### src/rtl/ram_sweep_ctrl.sv
// rtl/ram_sweep_ctrl.sv - single-port data memory with registered read and clear sweeper
module ram_sweep_ctrl #(
    parameter int          DATA_W  = 4,
    parameter int          ADDR_W  = 4,
    parameter int unsigned CLR_VAL = 0
) (
    input  logic              Clk,
    input  logic              Rst_n,
    input  logic              Clr,
    input  logic              Wr,
    input  logic              Rd_En,
    input  logic [ADDR_W-1:0] Addr,
    input  logic [DATA_W-1:0] Wr_D,
    output logic [DATA_W-1:0] Rd_D,
    output logic              Rd_Vld,
    output logic              Busy,
    output logic              Err
);

    localparam int DEPTH = 2 ** ADDR_W;
    localparam logic [DATA_W-1:0] CLR_WORD = DATA_W'(CLR_VAL);

    typedef enum logic {
        ST_CLEAR = 1'b0,
        ST_IDLE  = 1'b1
    } state_t;

    state_t              state_q, state_d;
    logic [ADDR_W-1:0]   cnt_q, cnt_d;
    logic [DATA_W-1:0]   rd_d_q, rd_d_d;
    logic                rd_vld_q, rd_vld_d;
    logic                busy_q, busy_d;
    logic                err_q, err_d;

    logic [DATA_W-1:0]   mem_q [DEPTH];
    logic                mem_we;
    logic [ADDR_W-1:0]   mem_waddr;
    logic [DATA_W-1:0]   mem_wdata;

    // Next-state, array write port and output strobes
    always_comb begin
        state_d   = state_q;
        cnt_d     = cnt_q;
        rd_d_d    = rd_d_q;
        rd_vld_d  = 1'b0;
        err_d     = 1'b0;
        mem_we    = 1'b0;
        mem_waddr = Addr;
        mem_wdata = Wr_D;
        case (state_q)
            ST_CLEAR: begin
                // One word per cycle; accesses are dropped and flagged
                mem_we    = 1'b1;
                mem_waddr = cnt_q;
                mem_wdata = CLR_WORD;
                cnt_d     = cnt_q + 1'b1;
                err_d     = Wr | Rd_En;
                if (cnt_q == {ADDR_W{1'b1}}) begin
                    state_d = ST_IDLE;
                end
            end
            ST_IDLE: begin
                if (Clr) begin
                    state_d = ST_CLEAR;
                    cnt_d   = '0;
                    err_d   = Wr | Rd_En;
                end else begin
                    mem_we = Wr;
                    if (Rd_En) begin
                        rd_vld_d = 1'b1;
                        // Shared address: a simultaneous write wins the read
                        rd_d_d   = Wr ? Wr_D : mem_q[Addr];
                    end
                end
            end
            default: begin
                state_d = ST_CLEAR;
                cnt_d   = '0;
            end
        endcase
        busy_d = (state_d == ST_CLEAR);
    end

    // Control and output registers
    always_ff @(posedge Clk) begin
        if (!Rst_n) begin
            state_q  <= ST_CLEAR;
            cnt_q    <= '0;
            rd_d_q   <= '0;
            rd_vld_q <= 1'b0;
            busy_q   <= 1'b1;
            err_q    <= 1'b0;
        end else begin
            state_q  <= state_d;
            cnt_q    <= cnt_d;
            rd_d_q   <= rd_d_d;
            rd_vld_q <= rd_vld_d;
            busy_q   <= busy_d;
            err_q    <= err_d;
        end
    end

    // Storage array; never written on a reset edge
    always_ff @(posedge Clk) begin
        if (Rst_n && mem_we) begin
            mem_q[mem_waddr] <= mem_wdata;
        end
    end

    assign Rd_D   = rd_d_q;
    assign Rd_Vld = rd_vld_q;
    assign Busy   = busy_q;
    assign Err    = err_q;

endmodule

### config.mk
export PLATFORM = sky130hd
export DESIGN_NAME = ram_sweep_ctrl
export DESIGN_NICKNAME = d
export VERILOG_FILES = /design/src/rtl/ram_sweep_ctrl.sv
export SDC_FILE = /design/constraint.sdc
export NUM_CORES = 1
export LEC_CHECK = 0
export CAP_MARGIN = 40
export CELL_PAD_IN_SITES_DETAIL_PLACEMENT = 1
export CELL_PAD_IN_SITES_GLOBAL_PLACEMENT = 2
export CORE_ASPECT_RATIO = 0.7
export CORE_MARGIN = 5
export CORE_UTILIZATION = 45
export DETAILED_ROUTE_END_ITERATION = 8
export GPL_TIMING_DRIVEN = 0
export PLACE_DENSITY_LB_ADDON = 0.1
export SLEW_MARGIN = 10
export SYNTH_ARGS = -nofsm -noshare
export SYNTH_HDL_FRONTEND = slang
export SYNTH_SLANG_ARGS = --single-unit
### constraint.sdc
create_clock -name Clk -period 3.1 [get_ports Clk]
set_clock_uncertainty 0.15 [all_clocks]
set_input_delay 0.465 -clock Clk [delete_from_list [all_inputs] [get_ports Clk]]
set_output_delay 0.465 -clock Clk [all_outputs]
set_load 0.005 [all_outputs]
==> results of run 1 <==
==> worst max-delay path by stage <==
stage                       start           end  slack (ns)  depth (start not counted)
after floorplan           Addr[2]   mem_q[5][0]        1.20                          6
after global placement      Rst_n  mem_q[10][0]        0.26                          5
after detailed placement  Addr[3]  mem_q[15][0]        0.25                          6
after CTS                 Addr[3]  mem_q[15][2]        0.62                          6
after global routing      Addr[3]  mem_q[15][2]        0.48                          6
final                     Addr[3]  mem_q[15][3]        0.59                          6
==> power by group through the flow <==
stage               logic (mW)  registers (mW)  clock network [mW]
global placement         0.118            1.14                   0
CTS                      0.119            1.12               0.805
global route             0.129            1.12               0.866
finish                   0.119            1.12               0.789
detailed placement       0.118            1.14                   0
floorplan               0.0713            1.14                   0
==> kinds of logic (layout without fill, tap and decap cells) <==
logic type,Yosys count,count (layout),share of synthesized area
flops,76,76,0.674
simple gates,75,75,0.112
compound gates,33,33,0.0589
mux,28,28,0.130
buf+inv,14,47,0.0215
fa+ha+maj,1,1,0.00390
==> per-layer routing <==
layer	GRT usage	part of all wire	vias up
li1	-	-	918
met1	0.268	0.54	992
met2	0.252	0.41	44
met3	0.0489	0.042	6
met4	0.0590	0.010	0
met5	0	0	-
==> registers in the layout, indices dropped and copies added, names as in the netlist <==
signal / flops
cnt_q: 4
Rd_D: 4
mem_q: 64
Busy: 1
state_q: 1
Err: 1
Rd_Vld: 1
==> cell usage in the layout (no fill, tap or decap), types with 2 or more instances in the layout <==
cell type | synthesis | routed
edfxtp_1 | 64 | 64
nor2_1 | 24 | 24
nand2_1 | 19 | 19
clkdlybuf4s50_1 | 0 | 17
mux2i_1 | 16 | 16
dfxtp_1 | 12 | 12
a21oi_1 | 11 | 11
o21ai_0 | 11 | 11
clkbuf_8 | 0 | 10
mux4_1 | 8 | 8
a31oi_1 | 7 | 7
and2_1 | 6 | 6
nor2b_1 | 6 | 6
inv_1 | 5 | 5
nand3_1 | 5 | 5
buf_2 | 4 | 4
clkbuf_1 | 2 | 4
mux2_2 | 4 | 4
nand4_1 | 4 | 4
nor3b_1 | 3 | 3
nor3_1 | 3 | 3
nand2b_1 | 2 | 2
==> metrics by stage <==
stage	instance area, um2	setup WS (ns)
6_report	3710	0.591
5_1_grt	3710	0.483
4_1_cts	3710	0.625
3_5_place_dp	3490	0.247
3_3_place_gp	3490	0.260
2_1_floorplan	3210	1.20
==> cells in the mapped netlist <==
cell type | count | area share
nor3_1 | 3 | 0.0047
nand3_1 | 5 | 0.0078
and3b_1 | 1 | 0.0027
buf_6 | 1 | 0.0035
buf_2 | 4 | 0.0062
dfxtp_1 | 12 | 0.075
a211oi_1 | 1 | 0.0023
a21oi_1 | 11 | 0.017
inv_1 | 5 | 0.0059
nor2b_1 | 6 | 0.012
nor2_1 | 24 | 0.028
nand2_1 | 19 | 0.022
buf_4 | 1 | 0.0023
nand4_1 | 4 | 0.0078
clkbuf_1 | 2 | 0.0023
nor3b_1 | 3 | 0.0070
o21ai_0 | 11 | 0.017
o32a_1 | 1 | 0.0031
ha_1 | 1 | 0.0039
or2_2 | 1 | 0.0020
o41ai_1 | 1 | 0.0027
nand3b_1 | 1 | 0.0023
mux2i_1 | 16 | 0.050
and2_1 | 6 | 0.012
mux2_2 | 4 | 0.014
o32ai_1 | 1 | 0.0027
mux4_1 | 8 | 0.066
buf_1 | 1 | 0.0012
nand2b_1 | 2 | 0.0039
edfxtp_1 | 64 | 0.60
a31oi_1 | 7 | 0.014
==> tightest hold or removal path, delay by kind of cell (launching register included) <==
kind / cells / cell delay, ns
flip-flops: 1 / 0.32
AO/OA/AOI/OAI: 2 / 0.22
==> layout make-up <==
type	count	area [um2]	share of cell area
clock inverters	3	43.8	0.0118
flip-flops and latches	76	2160	0.583
inverters	5	18.8	0.00506
repair buffers	17	170	0.0459
clock buffers	13	170	0.0459
multi-input cells	137	976	0.263
plain buffers	9	50.0	0.0135
well taps	94	118	0.0317
==> run_results.csv, run 1 <==
group,metric,value,unit
outcome,status,"finished, final reports clean",
worst_setup_path,r2r-end,"mem_q[15][3]",
cts,cts_buffer_depth,2,
yosys,synth_seq_area_share,0.674,
floorplan,initial_utilization,0.468,
yosys,syn-num-nets,241,
worst_setup_path,critPathArrivalTime,2.35,ns
pwr,p_comb_frac,0.059,
cts,cts_buffers,9,
cts,cts_setup_buffers,0,
cts,cts_tree,"yes",
pwr,switching_power,0.421,mW
layout,fill_cells,688,
yosys,avgSynthCellArea,14.1,um2
grt,antenna_found_initial,0,
cts,holdBufCountCts,0,
min_path,worstHoldStart,"Rd_D[2]",
layout,fin_util,0.541,
detailed_routing,vias,1960,
floorplan,num_io_pins,20,
layout,fin_cells,354,
timing,fin_crit,2.51,ns
worst_setup_path,crit_family,"buffers and inverters",
pwr,power_leakage,1.23,nW
placement,gp_congestion,0.786,
timing,fmax,0.399,GHz
timing,finalSetupTns,0,ns
worst_setup_path,crit_required,2.94,ns
grt,grt_pass1_wl,11600,um
yosys,syn_inst,227,
worst_setup_path,reg2reg_depth,4,
yosys,yosys.cell_types.count,31,
pwr,switching_share,0.208,
placement,place_inst,338,
job,max_cap_viol_count,0,
grt,grt_max_degree,17,
detailed_routing,ant_nets,0,
worst_setup_path,start_kind,"primary input",
timing,max_slew_margin,0.595,
cts,clock-root-buffer,"clkbuf_8",
layout,final_nets,269,
yosys,ys.warnings.count,0,
timing,worst_pin_slew,0.607,ns
worst_setup_path,r2r_slack,0.95,ns
placement,dpl.hpwl,5180,um
min_path,worstHoldEndpoint,"Rd_D[2]",
detailed_routing,routedWlPerCell,20.7,um
timing,period_share,0.809,
floorplan,die_x,111,um
pwr,power.density,545,nW/um2
pwr,p_seq_frac,0.551,
pwr,p_int,1.60,mW
min_path,hold_class,"reg -> reg",
timing,setup_viol,0,
floorplan,rows,25,
worst_setup_path,timing.rr.start,"state_q",
pwr,vdd_drop_max,0.277,mV
worst_setup_path,crit_path_end_kind,"flop",
detailed_routing,wirelength,7320,um
worst_setup_path,path_buf_inv,2,
placement,port_buffers,17,
layout,drive_gt1_frac,0.0962,
grt,first_global_vias,2003,
worst_setup_path,worstPathMaxFanout,10,
floorplan,die-area,8940,um2
yosys,ys_ff_latch,76,
cts,clk_latency,0.34,ns
layout,areaGrowthSynthToFinish,15.6,%
layout,n_antenna_cell,0,
min_path,whs_path_depth,2,
pwr,clkPwrFrac,0.390,
cts,path_clk_slew,0.07,ns
floorplan,core_area,6850,um2
timing,slew_viol_final,0,
detailed_routing,drtIter0Drc,110,
worst_setup_path,slowest_stage,"clkdlybuf4s50_1",
detailed_routing,drc,0,
worst_setup_path,worstSetupPathType,"in -> reg",
grt,track_usage,0.180,
timing,finalHoldViolCount,0,
pwr,p_total,2.02,mW
detailed_routing,drtPass1Iterations,4,
timing,hold_ws,0.428,ns
worst_setup_path,max_stage_delay,0.65,ns
cts,clkSinkCount,76,
detailed_routing,vias_per_cell,5.54,
yosys,synth_area,3210,um2
cts,cts_resized,0,
timing,rsz0062_at_grt,"false",
cts,h-tree-depth,3,
grt,gr-total-overflow,0,
floorplan,die_h,80.6,um
worst_setup_path,cp_cell_sequence,"clkdlybuf4s50_1, clkbuf_1, nand3_1, o21ai_0, nand2_1, nor2_1",
No activity file was read; power rests on OpenSTA's default activity.
==> run 2, diff against run 1 <==
- CORE_UTILIZATION: 45 -> 42
- clock period: 3.1 -> 2.6 ns (I/O delays scaled with it)
==> run_results.csv, run 2 (same netlist as run 1, synthesis figures left out) <==
group,metric,value,unit
placement,port_buffers,17,
cts,cts_setup_buffers,0,
timing,fin_crit,2.40,ns
worst_setup_path,crit_path_end_kind,"flop",
floorplan,num_io_pins,20,
worst_setup_path,worstSetupPathType,"in -> reg",
detailed_routing,vias,1930,
worst_setup_path,worstPathMaxFanout,10,
layout,fin_cells,356,
floorplan,rows,26,
detailed_routing,drtIter0Drc,72,
grt,grt_max_degree,17,
placement,gp_congestion,0.800,
layout,largest_reg_flops,64,
layout,layout_common_cells,"edfxtp_1 (64), nor2_1 (23), nand2_1 (19)",
layout,n_antenna_cell,0,
floorplan,die_h,83.1,um
min_path,whs_path_depth,2,
timing,setup_viol,0,
cts,clock-root-buffer,"clkbuf_8",
layout,drive_gt1_frac,0.101,
layout,final_common_cell,"edfxtp_1",
cts,path_clk_slew,0.07,ns
worst_setup_path,critPathArrivalTime,2.24,ns
outcome,status,"finished, final reports clean",
worst_setup_path,cp_cell_sequence,"clkdlybuf4s50_1, clkbuf_2, nand3_1, o21ai_0, nand2_1, nor2_1",
timing,max_slew_margin,0.551,
timing,period_share,0.922,
floorplan,core_area,7350,um2
grt,antenna_found_initial,0,
detailed_routing,wirelength,7540,um
layout,final_nets,269,
placement,place_inst,342,
grt,grt_pass1_wl,11600,um
detailed_routing,drtPass1Iterations,4,
floorplan,initial_utilization,0.436,
grt,gr-total-overflow,0,
detailed_routing,routedWlPerCell,21.2,um
layout,top_register,"mem_q",
pwr,vdd_drop_max,0.309,mV
worst_setup_path,timing.rr.start,"state_q",
cts,h-tree-depth,3,
placement,dpl.hpwl,5250,um
cts,clk_latency,0.35,ns
worst_setup_path,crit_required,2.44,ns
worst_setup_path,max_stage_delay,0.64,ns
cts,holdBufCountCts,0,
timing,finalSetupTns,0,ns
cts,cts_resized,0,
floorplan,die-area,9510,um2
pwr,p_total,2.51,mW
cts,clkSinkCount,76,
timing,fmax,0.417,GHz
grt,track_usage,0.166,
grt,first_global_vias,2031,
timing,rsz0062_at_grt,"false",
min_path,hold_class,"reg -> reg",
worst_setup_path,reg2reg_depth,6,
timing,worst_pin_slew,0.674,ns
timing,slew_viol_final,0,
cts,cts_buffers,9,
job,max_cap_viol_count,0,
detailed_routing,ant_nets,0,
detailed_routing,vias_per_cell,5.42,
worst_setup_path,slowest_stage,"clkdlybuf4s50_1",
floorplan,die_x,114,um
worst_setup_path,start_kind,"primary input",
min_path,worstHoldStart,"Rd_D[2]",
cts,cts_tree,"yes",
pwr,power_leakage,1.23,nW
pwr,power.density,672,nW/um2
timing,finalHoldViolCount,0,
worst_setup_path,crit_start,"Addr[3]",
detailed_routing,drc,0,
cts,cts_buffer_depth,2,
layout,areaGrowthSynthToFinish,16.3,%
run 2: cell types whose count changed in the layout (fill, tap and decap cells not counted):
cell       change
clkbuf_1       -3
bufinv_16      +2
o21ai_0        -2
o21ai_1        +2
clkbuf_16      -1
clkbuf_2       +1
clkbuf_8       -1
clkinv_1       +1
clkinv_2       -1
nor2_1         -1
nor2_2         +1
run 2: final cells by class:
cell class,count,area [um2]
flip-flops and latches,76,2160
plain buffers,9,51.3
clock inverters,5,103
well taps,98,123
clock buffers,9,124
repair buffers,17,170
multi-input cells,137,978
fillers,755,3620
inverters,5,18.8
run 2: final timing paths:
| path | endpoint | slack, ns |
|---|---|---|
| max | mem_q[14][1] | 0.20 |
| min | Rd_D[2] | 0.41 |
| max reg2reg | mem_q[14][1] | 0.36 |
| min reg2reg | Rd_D[2] | 0.41 |
run 2: critical path: cells and delay by family:
kind | cells | cell delay (ns)
AOI/OAI and AO/OA | 1 | 0.11
buffers and inverters | 2 | 0.97
and+or+nand+nor | 3 | 0.77
run 2: power breakdown:
group / total, mW / switching (mW) / internal [mW]
registers: 1.33 / 0.00949 / 1.32
clock network: 1.04 / 0.410 / 0.625
logic: 0.142 / 0.0805 / 0.0611
total: 2.51 / 0.500 / 2.01
run 2: per-stage QoR:
step	instance area [um2]	setup slack, ns	utilization	hold slack (ns)
after global routing	3730	0.0771	0.507	0.467
after global placement	3500	-0.273	0.476	0.395
after floorplan	3210	0.773	-	0.348
after CTS	3730	0.0341	0.507	0.410
final	3730	0.204	0.507	0.407
after detailed placement	3500	-0.304	0.476	0.395
run 2: per-layer routing:
layer | wire length (um) | track usage | share of wire
met2 | 3340 | 0.241 | 0.44
met4 | 76 | 0.0453 | 0.010
met3 | 487 | 0.0574 | 0.065
met1 | 3640 | 0.237 | 0.48
met5 | 0 | 0 | 0
==> run 3, diff against run 2 <==
- GPL_TIMING_DRIVEN: 0 -> default
- RECOVER_POWER: default -> 50
- clock period: 2.6 -> 2.3 ns (I/O delays scaled with it)
==> run_results.csv, run 3 (same netlist as run 1, synthesis figures left out) <==
group,metric,value,unit
cts,clock-root-buffer,"clkbuf_8",
placement,dpl.hpwl,5580,um
worst_setup_path,worstSetupPathType,"in -> reg",
layout,final_common_cell,"edfxtp_1",
worst_setup_path,setup.worst_path.end,"mem_q[8][3]",
worst_setup_path,worst-path-stages,7,
grt,grt_max_degree,21,
layout,largest_reg_flops,64,
placement,gp_congestion,0.770,
pwr,p_total,2.72,mW
timing,rsz0062_at_grt,"false",
pwr,p_int,2.09,mW
detailed_routing,vias_per_cell,5.22,
detailed_routing,drtPass1Iterations,4,
layout,top_register,"mem_q",
layout,n_antenna_cell,0,
floorplan,num_io_pins,20,
worst_setup_path,start_kind,"primary input",
grt,grt_pass1_wl,12300,um
timing,finalSetupTns,0,ns
cts,clk_latency,0.36,ns
placement,place_area,3760,um2
placement,port_buffers,19,
worst_setup_path,crit_start,"Clr",
layout,fill_cells,747,
cts,cts_buffers,9,
pwr,p_seq_frac,0.552,
grt,track_usage,0.177,
layout,final_nets,297,
cts,cts_setup_buffers,0,
layout,areaGrowthSynthToFinish,22.8,%
worst_setup_path,r2r-end,"mem_q[5][3]",
outcome,status,"finished, final reports clean",
worst_setup_path,r2r_slack,0.44,ns
worst_setup_path,timing.rr.start,"state_q",
layout,drive_gt1_frac,0.184,
detailed_routing,drtIter0Drc,62,
worst_setup_path,reg2reg_depth,5,
layout,final_cell_area,3940,um2
detailed_routing,wl_met2,3220,um
floorplan,rows,26,
detailed_routing,vias,2015,
pwr,power_leakage,1.36,nW
cts,path_clk_slew,0.09,ns
grt,first_global_vias,2050,
worst_setup_path,worstPathMaxFanout,4,
pwr,switching_share,0.232,
detailed_routing,drc,0,
worst_setup_path,crit_required,2.24,ns
detailed_routing,top_layer,"met4",
worst_setup_path,crit_top_cell,"buf_4",
timing,period_share,0.838,
pwr,clkPwrFrac,0.381,
min_path,hold_class,"reg -> reg",
worst_setup_path,crit_family,"buffers and inverters",
pwr,vdd_drop_max,0.417,mV
grt,antenna_found_initial,0,
timing,worst_pin_slew,0.416,ns
worst_setup_path,path_buf_inv,3,
cts,holdBufCountCts,0,
worst_setup_path,max_stage_delay,0.43,ns
timing,finalHoldViolCount,0,
cts,cts_resized,0,
pwr,switching_power,0.631,mW
timing,fmax,0.519,GHz
timing,max_slew_margin,0.723,
timing,fin_crit,1.93,ns
layout,fin_util,0.536,
worst_setup_path,cp_cell_sequence,"clkdlybuf4s50_1, nand2b_1, a21oi_1, o21ai_0, buf_4, nor2_1, buf_4",
floorplan,die_x,114,um
detailed_routing,met1_length,4200,um
floorplan,die_h,83.1,um
cts,h-tree-depth,3,
worst_setup_path,slowest_stage,"clkdlybuf4s50_1",
timing,setup_viol,0,
worst_setup_path,critPathArrivalTime,1.87,ns
detailed_routing,dr_wl_met3,300,um
timing,slew_viol_final,0,
floorplan,core_area,7350,um2
detailed_routing,routedWlPerCell,20.3,um
cts,cts_buffer_depth,2,
cts,cts_tree,"yes",
pwr,power.density,691,nW/um2
worst_setup_path,crit_path_end_kind,"flop",
detailed_routing,wirelength,7830,um
pwr,p_comb_frac,0.067,
floorplan,die-area,9510,um2
grt,gr-total-overflow,0,
cts,clkSinkCount,76,
layout,layout_common_cells,"edfxtp_1 (64), buf_4 (27), nor2_1 (24)",
detailed_routing,ant_nets,0,
job,max_cap_viol_count,0,
floorplan,initial_utilization,0.436,
run 3: cell types whose count changed in the layout (fill, tap and decap cells not counted), sizes merged:
cell,delta
clkinvlp,+2
buf,+22
dlygate4sd3,+3
clkinv,-1
clkdlybuf4s50,-1
bufinv,-2
clkbuf,+5
inv,+2
run 3: worst register-to-register path, cell delays in order, from the launching register on:
cell and delay, ns:
dfxtp_1 0.58, buf_4 0.25, nand2_1 0.06, o32a_1 0.24, nor2_1 0.14, buf_4 0.15
run 3: metal layers:
layer | vias up | track usage
li1 | 972 | -
met1 | 993 | 0.275
met2 | 39 | 0.235
met3 | 11 | 0.0472
met4 | 0 | 0.0615
met5 | - | 0
run 3: worst min-delay path by stage:
stage          cells after the start  slack, ns  startpoint       to
3_3_place_gp                       2       0.42     Rd_D[3]  Rd_D[3]
3_5_place_dp                       2       0.42     Rd_D[1]  Rd_D[1]
5_1_grt                            2       0.48     Rd_D[1]  Rd_D[1]
2_1_floorplan                      1       0.30       Rst_n     Busy
4_1_cts                            2       0.43     Rd_D[1]  Rd_D[1]
6_report                           2       0.42     Rd_D[1]  Rd_D[1]
run 3: final cells by class:
class | instances | area (um2) | area share
clock inverter | 6 | 71.3 | 0.0181
tap | 98 | 123 | 0.0311
multi-input combinational | 137 | 976 | 0.248
clock buffer | 10 | 128 | 0.0324
sequential | 76 | 2160 | 0.549
inverter | 5 | 18.8 | 0.00476
timing repair buffer | 54 | 460 | 0.117
run 3: power groups by stage:
stage          clock network, mW  logic, mW  registers, mW
2_1_floorplan                  0     0.0962           1.53
3_3_place_gp                   0      0.180           1.53
3_5_place_dp                   0      0.183           1.54
4_1_cts                     1.06      0.184           1.50
5_1_grt                     1.12      0.198           1.51
6_report                    1.04      0.182           1.50
run 3: stage by stage:
stage               setup WS (ns)  hold WS [ns]  instances
floorplan                   0.518         0.303        227
detailed placement        0.00683         0.416        370
global placement           0.0262         0.420        370
global route                0.262         0.483        386
finish                      0.374         0.424        386
CTS                         0.377         0.433        386
